### src/rtl/btn_event_ctrl_pkg.sv
// Shared types for the switch event front-end.
// Event codes and channel-index width helper.
package btn_pkg;

    typedef enum logic [1:0] {
        EVT_NONE    = 2'd0,
        EVT_PRESS   = 2'd1,
        EVT_RELEASE = 2'd2,
        EVT_LONG    = 2'd3
    } evt_code_t;

    localparam int CH_W_MIN = 1;

    function automatic int ch_w(input int n);
        return (n > 1) ? $clog2(n) : CH_W_MIN;
    endfunction

endpackage

### src/rtl/btn_event_ctrl_if.sv
// Event port: one held event, valid/ready handshake.
// master = event producer, slave = consumer.
interface btn_event_ctrl_if
    import btn_pkg::*;
#(
    parameter int CH_W = 2
);

    logic            evt_valid_o;
    logic [CH_W-1:0] evt_ch_o;
    evt_code_t       evt_code_o;
    logic            evt_ready_i;

    modport master (
        output evt_valid_o,
        output evt_ch_o,
        output evt_code_o,
        input  evt_ready_i
    );

    modport slave (
        input  evt_valid_o,
        input  evt_ch_o,
        input  evt_code_o,
        output evt_ready_i
    );

endinterface

### src/rtl/btn_event_ctrl_db_channel.sv
// One switch channel: 2-FF sync, tick-based debounce,
// long-press hold counter and combinational event post.
module btn_db_channel
    import btn_pkg::*;
#(
    parameter int STABLE_TICKS = 10,
    parameter int LONG_TICKS   = 500
) (
    input  logic      clk,
    input  logic      rst_n,
    input  logic      tick,
    input  logic      sw,
    output logic      db,
    output logic      post,
    output evt_code_t code
);

    localparam int SW = $clog2(STABLE_TICKS + 1);
    localparam int HW = $clog2(LONG_TICKS + 1);

    logic [1:0]    sync;
    logic [SW-1:0] stable;
    logic [HW-1:0] hold;
    logic          differ;
    logic          flip;
    logic          long_hit;

    always_comb begin
        differ   = sync[1] ^ db;
        flip     = tick & differ
                 & (stable == SW'(STABLE_TICKS - 1));
        // A release on the same tick outranks the long event.
        long_hit = tick & db & ~flip
                 & (hold == HW'(LONG_TICKS - 1));
        post     = flip | long_hit;
        code     = EVT_NONE;
        if (flip)
            code = db ? EVT_RELEASE : EVT_PRESS;
        else if (long_hit)
            code = EVT_LONG;
    end

    always_ff @(posedge clk or negedge rst_n) begin
        if (!rst_n) begin
            sync   <= '0;
            stable <= '0;
            hold   <= '0;
            db     <= 1'b0;
        end else begin
            sync <= {sync[0], sw};
            if (tick) begin
                if (!differ) begin
                    stable <= '0;
                end else if (flip) begin
                    stable <= '0;
                    db     <= ~db;
                end else begin
                    stable <= stable + 1'b1;
                end
            end
            if (!db)
                hold <= '0;
            else if (tick && hold != HW'(LONG_TICKS))
                hold <= hold + 1'b1;
        end
    end

endmodule

### src/rtl/btn_event_ctrl.sv
// Multi-channel debounce front-end with shared prescaler,
// per-channel pending store and round-robin event slot.
module btn_event_ctrl
    import btn_pkg::*;
#(
    parameter int N_CH         = 4,
    parameter int TICK_DIV     = 100000,
    parameter int STABLE_TICKS = 10,
    parameter int LONG_TICKS   = 500
) (
    input  logic               sysclk,
    input  logic               reset_n,
    input  logic [N_CH-1:0]    sw_i,
    output logic [N_CH-1:0]    db_o,
    btn_event_ctrl_if.master   evt,
    output logic [N_CH-1:0]    ovf_o,
    input  logic               ovf_clr_i
);

    localparam int CH_W = ch_w(N_CH);
    localparam int PW   = $clog2(TICK_DIV);

    logic [PW-1:0]   pre;
    logic            tick;
    logic [N_CH-1:0] post;
    evt_code_t       post_code [N_CH];
    logic [N_CH-1:0] pend;
    evt_code_t       pend_code [N_CH];
    logic [CH_W-1:0] rr;
    logic [CH_W-1:0] win;
    logic [CH_W-1:0] nxt;
    logic            found;
    logic            load;
    logic            take;
    logic [N_CH-1:0] take_vec;
    int              idx;

    assign tick = (pre == PW'(TICK_DIV - 1));

    always_ff @(posedge sysclk or negedge reset_n) begin
        if (!reset_n)
            pre <= '0;
        else
            pre <= tick ? '0 : pre + 1'b1;
    end

    for (genvar k = 0; k < N_CH; k++) begin : g_ch
        btn_db_channel #(
            .STABLE_TICKS (STABLE_TICKS),
            .LONG_TICKS   (LONG_TICKS)
        ) u_ch (
            .clk   (sysclk),
            .rst_n (reset_n),
            .tick  (tick),
            .sw    (sw_i[k]),
            .db    (db_o[k]),
            .post  (post[k]),
            .code  (post_code[k])
        );
    end

    // First pending channel at or after rr, wrapping.
    always_comb begin
        found = 1'b0;
        win   = '0;
        idx   = 0;
        for (int i = 0; i < N_CH; i++) begin
            idx = int'(rr) + i;
            if (idx >= N_CH)
                idx = idx - N_CH;
            if (!found && pend[CH_W'(idx)]) begin
                found = 1'b1;
                win   = CH_W'(idx);
            end
        end
        nxt      = (int'(win) == N_CH - 1) ? '0 : win + 1'b1;
        load     = ~evt.evt_valid_o | evt.evt_ready_i;
        take     = load & found;
        take_vec = '0;
        if (take)
            take_vec[win] = 1'b1;
    end

    always_ff @(posedge sysclk or negedge reset_n) begin
        if (!reset_n) begin
            pend            <= '0;
            ovf_o           <= '0;
            rr              <= '0;
            evt.evt_valid_o <= 1'b0;
            evt.evt_ch_o    <= '0;
            evt.evt_code_o  <= EVT_NONE;
            for (int k = 0; k < N_CH; k++)
                pend_code[k] <= EVT_NONE;
        end else begin
            if (ovf_clr_i)
                ovf_o <= '0;
            // A post racing the load of its own channel refills pend.
            for (int k = 0; k < N_CH; k++) begin
                if (post[k]) begin
                    pend[k]      <= 1'b1;
                    pend_code[k] <= post_code[k];
                    if (pend[k] && !take_vec[k])
                        ovf_o[k] <= 1'b1;
                end else if (take_vec[k]) begin
                    pend[k] <= 1'b0;
                end
            end
            if (load) begin
                evt.evt_valid_o <= found;
                if (found) begin
                    evt.evt_ch_o   <= win;
                    evt.evt_code_o <= pend_code[win];
                    rr             <= nxt;
                end
            end
        end
    end

endmodule

### src/flat_wrapper.sv
// flat-port wrapper written by rule: the top's interface ports become plain ports
module btn_event_ctrl_flat import btn_pkg::*;
#(
    parameter int N_CH         = 4,
    parameter int TICK_DIV     = 100000,
    parameter int STABLE_TICKS = 10,
    parameter int LONG_TICKS   = 500
)
  (sysclk, reset_n, sw_i, db_o, ovf_o, ovf_clr_i, evt_evt_valid_o, evt_evt_ch_o, evt_evt_code_o, evt_evt_ready_i);
  btn_event_ctrl_if evt_i ();
  input  logic sysclk;
  input  logic reset_n;
  input  logic [N_CH-1:0] sw_i;
  output logic [N_CH-1:0] db_o;
  output logic [N_CH-1:0] ovf_o;
  input  logic ovf_clr_i;
  output wire logic [$bits(evt_i.evt_valid_o)-1:0] evt_evt_valid_o;
  output wire logic [$bits(evt_i.evt_ch_o)-1:0] evt_evt_ch_o;
  output wire logic [$bits(evt_i.evt_code_o)-1:0] evt_evt_code_o;
  input wire logic [$bits(evt_i.evt_ready_i)-1:0] evt_evt_ready_i;
  assign evt_evt_valid_o = evt_i.evt_valid_o;
  assign evt_evt_ch_o = evt_i.evt_ch_o;
  assign evt_evt_code_o = evt_i.evt_code_o;
  assign evt_i.evt_ready_i = evt_evt_ready_i;
  btn_event_ctrl #(.N_CH(N_CH), .TICK_DIV(TICK_DIV), .STABLE_TICKS(STABLE_TICKS), .LONG_TICKS(LONG_TICKS)) u_core (.sysclk(sysclk), .reset_n(reset_n), .sw_i(sw_i), .db_o(db_o), .evt(evt_i), .ovf_o(ovf_o), .ovf_clr_i(ovf_clr_i));
endmodule
### config.mk
export PLATFORM = sky130hd
export DESIGN_NAME = btn_event_ctrl_flat
export DESIGN_NICKNAME = d
export VERILOG_FILES = /design/src/rtl/btn_event_ctrl_pkg.sv /design/src/rtl/btn_event_ctrl_if.sv /design/src/rtl/btn_event_ctrl_db_channel.sv /design/src/rtl/btn_event_ctrl.sv /design/src/flat_wrapper.sv
export SDC_FILE = /design/constraint.sdc
export NUM_CORES = 1
export LEC_CHECK = 0
export CORE_ASPECT_RATIO = 0.8
export CORE_MARGIN = 4
export CORE_UTILIZATION = 30
export DETAILED_ROUTE_END_ITERATION = 10
export SLEW_MARGIN = 25
export SYNTH_ARGS = -nofsm -noshare
export SYNTH_HDL_FRONTEND = slang
export SYNTH_SLANG_ARGS = --single-unit
### constraint.sdc
create_clock -name sysclk -period 1.8 [get_ports sysclk]
set_clock_uncertainty 0.1 [all_clocks]
set_input_delay 0.54 -clock sysclk [delete_from_list [all_inputs] [get_ports sysclk]]
set_output_delay 0.54 -clock sysclk [all_outputs]
set_load 0.02 [all_outputs]
---- Word-level counts from Yosys, hierarchy flattened ----
Cells that the tools add are included.
storage, ports and cells
  latch bits .............................. 0
  RAM bits ................................ 0
  register bits after elaboration ......... 104
  ROM bits ................................ 0
  input port bits ......................... 8
  memories kept ........................... 0
operators by class
  multiplexer cells ....................... 77
  magnitude comparators ................... 11
  shift operators ......................... 0
  div/mod/pow operators ................... 0
  reduce and logical (&&, ||, !) cells .... 28
  $mul .................................... 0
  bitwise logic cells ..................... 40
  $add $sub $neg .......................... 17
  equality and inequality tests ........... 18
operator list
  operator               number
  $mux 9                 8
  $mux 2                 23
  $mux 4                 10
  $add 9x1->9 const B    4
  $eq 9x9->1 const B     4
  $ne 9x9->1 const B     4
  $mux 1                 29
  $and 1x1->1            21
  $add 17x1->17 const B  1
  $eq 17x17->1 const B   1
  $mux 17                1
  $add 4x1->4 const B    4
  $eq 4x4->1 const B     4
  $lt 2x4->1 const B     4
  $ge 3x3->1 const B     4
  $logic_and 1x1->1      12
  $reduce_and 3->1       4
  $not 1->1              9
  $bmux 1 s2             4
  $ne 2x1->1 const B     4
  $reduce_bool 2->1      4
  $sub 2x1->2 const B    4
  $logic_not 1->1        7
  $add 2x2->3 const B    2
  12 further kinds       19

---- Longest topological paths before layout ----
  depth in word-level cells ............... 24
  depth in mapped cells ................... 9
  gate-level depth less buffers ........... 8

---- By module ----
A second synthesis with hierarchy kept.
unflattened totals
  cell total of the unflattened synthesis .. 519
  area, all modules ....................... 5357.6 µm²
by module, submodules not included
  module          area each (µm²)  instances  cells each
  btn_db_channel  862.1            4          86
  btn_event_ctrl  1909.3           1          175

---- Worst setup path after synthesis ----
Ideal clock, no wire load.
  path type ............................... reg-to-reg
  start ................................... register u_core.pre[0]
  end ..................................... register u_core.g_ch[2].u_ch.hold[4]
  setup time .............................. 0.065 ns
  data arrival time ....................... 1.802 ns
  path slack .............................. -0.167 ns
  cell stages (with the launch flop) ...... 10
  required time ........................... 1.635 ns
  period minus slack after synthesis ...... 1.967 ns
  cell sequence ........................... dfrtp_1 -> ha_1 -> and4_1 -> buf_4 -> and4_1 -> buf_6 -> and2_4 -> buf_6 -> a211oi_1 -> a31o_1
between the ends
  longest elaborated chain between the ends .. 3
ends and longest elaborated chain
  item                    RTL line                         source
  start, declared         btn_event_ctrl.sv:23             logic [PW-1:0] pre;
  start signal, assigned  btn_event_ctrl.sv:44             pre <= tick ? '0 : pre + 1'b1;
  $eq 17x17->1            btn_event_ctrl.sv:38             assign tick = (pre == PW'(TICK_DIV - 1));
  $logic_and 1x1->1       btn_event_ctrl_db_channel.sv:63  else if (tick && hold != HW'(LONG_TICKS))
  $ne 2x1->1 (no line)    n/a
  end signal, assigned    btn_event_ctrl_db_channel.sv:64  hold <= hold + 1'b1;
  end, declared           btn_event_ctrl_db_channel.sv:23  logic [HW-1:0] hold;
No other way between the ends.
A chain may end at the register's enable or synchronous reset.

---- Final worst setup path ----
  start ................................... register u_core.pre[0]
  end ..................................... register u_core.g_ch[3].u_ch.hold[6]
between the ends
  longest elaborated chain between the ends .. 3
ends and longest elaborated chain
  item                  RTL line
  $eq 17x17->1          btn_event_ctrl.sv:38
  $logic_and 1x1->1     btn_event_ctrl_db_channel.sv:63
  $ne 2x1->1 (no line)  n/a
  end signal, assigned  btn_event_ctrl_db_channel.sv:64
  end, declared         btn_event_ctrl_db_channel.sv:23
No other way between the ends.

==> key figures <==
Run status
  – Run status: finished with violations
  – Violations in the final reports: negative setup slack

Cells and area
  – Net count of the finished layout: 670
  – Number of antenna diodes: 0
  – Commonest non-fill, non-tap cells in the layout: sky130_fd_sc_hd__dfrtp_1 (99), sky130_fd_sc_hd__buf_4 (65), sky130_fd_sc_hd__nand2_1 (54), sky130_fd_sc_hd__nor2_1 (40), sky130_fd_sc_hd__inv_1 (26)
  – Syn-to-layout area delta: 31.04%
  – Final cell count without fillers: 871
  – Most frequent standard cell in the layout excluding fill and tap cells: sky130_fd_sc_hd__dfrtp_1
  – Utilization after layout: between 40 and 50%
  – Ratio of cells with drive above 1 in the final layout: a little over a quarter

Logic synthesis
  – Simple-Gate Fraction of Synth Area: approximately a quarter
  – Compound-cell area share of the yosys netlist: 10.08%
  – Cell types occupying the most area after synthesis: sky130_fd_sc_hd__dfrtp_1 (48%), sky130_fd_sc_hd__ha_1 (4.9%), sky130_fd_sc_hd__nand2_1 (4.0%)
  – Xor/xnor share of the synthesized area: under 10%
  – Count of different cell masters after synthesis: 58
  – Post-synthesis share of cell area spent on full adders, half adders and majority gates: under 10%
  – Share of cell area taken by muxes after synthesis: 1.509%
  – Number of standard cells after synthesis: 553
  – Synthesized area per cell: 9.745 µm²
  – Proportion of register bits with asynchronous set or reset after synthesis: 100.0%
  – Yosys top cell by area: sky130_fd_sc_hd__dfrtp_1
  – Synth Net Count: 582
  – Yosys warning count: 0
  – Dominant combinational cell family by area after synthesis: simple AND/OR/NAND/NOR gates
  – Number of synthesized register bits: between 100 and 150
  – Register area share after synthesis: 48.29%
  – Area share of the leading cell type in the synthesized netlist: 48.29%
  – Top_reg_cell synth: sky130_fd_sc_hd__dfrtp_1
  – EDFF count, synth: 0
  – Netlist area before placement: 5389 µm²

Min path
  – Type of the worst min-delay path: input pin to asynchronous set/reset pin

Drt
  – DR vias/cell: 4.975
  – Detailed Routing Iterations Pass 1: 4
  – Vias post-DR: 4,333
  – Final antenna-violating net count: 0
  – Avg WL per Cell: 14.40 µm
  – DRC violation count after routing: 0
  – DR iter-0 viols: 203
  – Final wirelength: 12,540 µm

Setup path
  – Dominant delay contributor by cell family on the critical path: simple AND/OR/NAND/NOR gates
  – Data arrival time at the worst-slack endpoint: 2040 ps
  – Crit-path cells: ha_2 > and4_4 > and4_4 > buf_6 > nand4_4 > buf_4 > o31ai_1
  – Number of buffers and inverters on the critical path: 2
  – Max stage delay on crit path: 360 ps
  – Required time worst endpoint: 1970 ps
  – Library cell appearing most often on the critical path: sky130_fd_sc_hd__and4_4
  – Path depth of the worst reg2reg path: 7
  – Kind of capture point of the worst setup path: flip-flop
  – Capture instance of the worst register-to-register path: u_core.g_ch[3].u_ch.hold[6]
  – Crit-path max FO: 5
  – FF-to-FF Start: u_core.pre[0]
  – Kind of critical path: flip-flop to flip-flop
  – Type of element launching the critical path: flip-flop
  – Worst-case register-to-register setup slack: -70 ps
  – Slowest-stage cell, CP: sky130_fd_sc_hd__dfrtp_1

STA
  – Worst slew margin relative to its limit: 72.02%
  – Part of the cycle the worst path needs: 103.8%
  – Max-slew violations: 0
  – Hold Fails Final Rpt: 0
  – Post-layout minimum cycle time: 1869 ps
  – Unrepaired setup endpoints after global routing: yes
  – Max Clk Rate: 535.1 MHz
  – Setup slack after layout: -68.87 ps
  – Total negative setup slack: -541.2 ps
  – Count of final setup violators: 17
  – Worst hold slack across all endpoints: 93.58 ps
  – Slew @ Worst Pin: 419.7 ps

Power
  – Power Dens Cells: 816.2 nW/µm²
  – Total power consumption of the routed design: 5.764 mW
  – Worst IR Drop VDD: 0.4207 mV
  – Leakage power: 3.102 nW

Placed design
  – Dpl hpwl: ~8600 µm
  – Placed cells: 840
  – Last weighted congestion value of the routability-driven placer: 0.7904
  – Count of port buffers added during placement: 20

Floorplan
  – Std-Cell Rows: 43
  – Initial standard-cell utilization of the core: 30.82%
  – Vert. Die Dim: 127.9 µm
  – Horizontal die dimension: 157.8 µm
  – Die area: 20,180 µm²
  – Ports: 21
  – Core ar.: between 15,000 and 20,000 µm²

Global routing
  – Largest net degree at the start of global routing: 74
  – GR Overflow Total: 0
  – Antenna violations before repair: 0
  – First-pass GRT wire length: 20,870 µm
  – GRT Resource Usage Total: 12.59%
  – Via count of the first global-routing pass: 4,418

Flow run
  – Total of max-cap violations: 0

Clock tree
  – H-Tree Level Count: 3
  – Number of buffers on the longest clock path: 2
  – Count of clock tree sinks: 104
  – CTS tree: done
  – Latest clock arrival within the worst-skew pair: 350 ps
  – Reg clk slew, reported paths: 80 ps
  – Total CTS buffers: 9
  – Cell chosen for the clock root: sky130_fd_sc_hd__clkbuf_16
  – Number of hold buffers added after cts: 0
==> how the worst max path moves through the flow <==
stage                     from                     endpoint  slack, ps  cells past startpoint
3_5_place_dp     u_core.pre[1]  u_core.g_ch[3].u_ch.hold[8]       -190                      7
5_1_grt          u_core.pre[1]  u_core.g_ch[2].u_ch.hold[6]       -150                      7
3_3_place_gp   evt_evt_ready_i     u_core.evt.evt_code_o[0]       -120                      5
2_1_floorplan    u_core.pre[0]  u_core.g_ch[2].u_ch.hold[3]        -60                      9
6_report         u_core.pre[0]  u_core.g_ch[3].u_ch.hold[6]        -70                      7
4_1_cts          u_core.pre[0]  u_core.g_ch[3].u_ch.hold[8]       -100                      7
==> per-layer routing <==
metal	global-route usage, %	part of all wire (%)
met5	0	0
met4	2.681	1.1
met3	3.105	3.1
met2	20.69	47
met1	16.94	49
==> power by group <==
| part | internal [mW] | total (mW) | switching [mW] |
|---|---|---|---|
| sequential | 2.45 | 2.57 | 0.120 |
| combinational | 0.497 | 1.09 | 0.595 |
| clock | 1.12 | 2.11 | 0.983 |
==> flip-flops by register name (all words and copies together) (netlist names) <==
register,flops
u_core.evt.evt_valid_o,1
u_core.ovf_o,4
u_core.rr,2
u_core.evt.evt_code_o,2
u_core.g_ch.u_ch.hold,36
u_core.g_ch.u_ch.stable,16
u_core.pend_code,8
u_core.pend,4
u_core.pre,17
u_core.evt.evt_ch_o,2
u_core.g_ch.u_ch.db,4
u_core.g_ch.u_ch.sync,8
==> cell type report <==
type                    count  area (µm²)
clock inverters             7       100.1
clock buffers               9       225.2
flip-flops and latches    104        2609
repair buffers             97       829.5
fillers                  1678       10420
inverters                  28       105.1
multi-input cells         401        2912
well taps                 225       281.5
==> through the flow <==
stage | instance area (µm²) | setup WS [ps]
6_report | 7062 | -68.87
3_3_place_gp | 6246 | -122.6
4_1_cts | 6823 | -101.3
3_5_place_dp | 6246 | -186.8
5_1_grt | 7062 | -148.0
2_1_floorplan | 5418 | -62.25
==> cells in the mapped netlist (7+ instances only) <==
master / count
sky130_fd_sc_hd__xor2_1: 14
sky130_fd_sc_hd__and2_1: 16
sky130_fd_sc_hd__ha_1: 21
sky130_fd_sc_hd__nand3_1: 27
sky130_fd_sc_hd__or3_1: 7
sky130_fd_sc_hd__o21ai_0: 29
sky130_fd_sc_hd__dfrtp_1: 104
sky130_fd_sc_hd__nand2b_1: 13
sky130_fd_sc_hd__mux2i_1: 7
sky130_fd_sc_hd__nor2_1: 42
sky130_fd_sc_hd__a21oi_1: 22
sky130_fd_sc_hd__nand4_1: 16
sky130_fd_sc_hd__and3_1: 9
sky130_fd_sc_hd__inv_1: 27
sky130_fd_sc_hd__buf_4: 7
sky130_fd_sc_hd__xnor2_1: 24
sky130_fd_sc_hd__o31ai_1: 7
sky130_fd_sc_hd__nand2_1: 57
sky130_fd_sc_hd__nor3_1: 13
sky130_fd_sc_hd__nor4_1: 9
==> kinds of logic after synthesis <==
logic type | after synthesis
simple gates | 246
flops | 104
compound gates | 88
buf+inv | 48
xor+xnor | 38
fa+ha+maj | 21
mux | 8
==> worst reg2reg max path: stages (launching register included) <==
cell and delay (ps):
sky130_fd_sc_hd__dfrtp_1 360, sky130_fd_sc_hd__ha_2 190, sky130_fd_sc_hd__and4_4 250, sky130_fd_sc_hd__and4_4 250, sky130_fd_sc_hd__buf_6 140, sky130_fd_sc_hd__nand4_4 140, sky130_fd_sc_hd__buf_4 170, sky130_fd_sc_hd__o31ai_1 200
==> repair_timing <==
action                                  CTS  global route
pin swaps                                23            24
buffers inserted                         12             3
resized for setup                        59            55
endpoints found under the setup margin   78            78
Power figures use the tool's default switching activity.
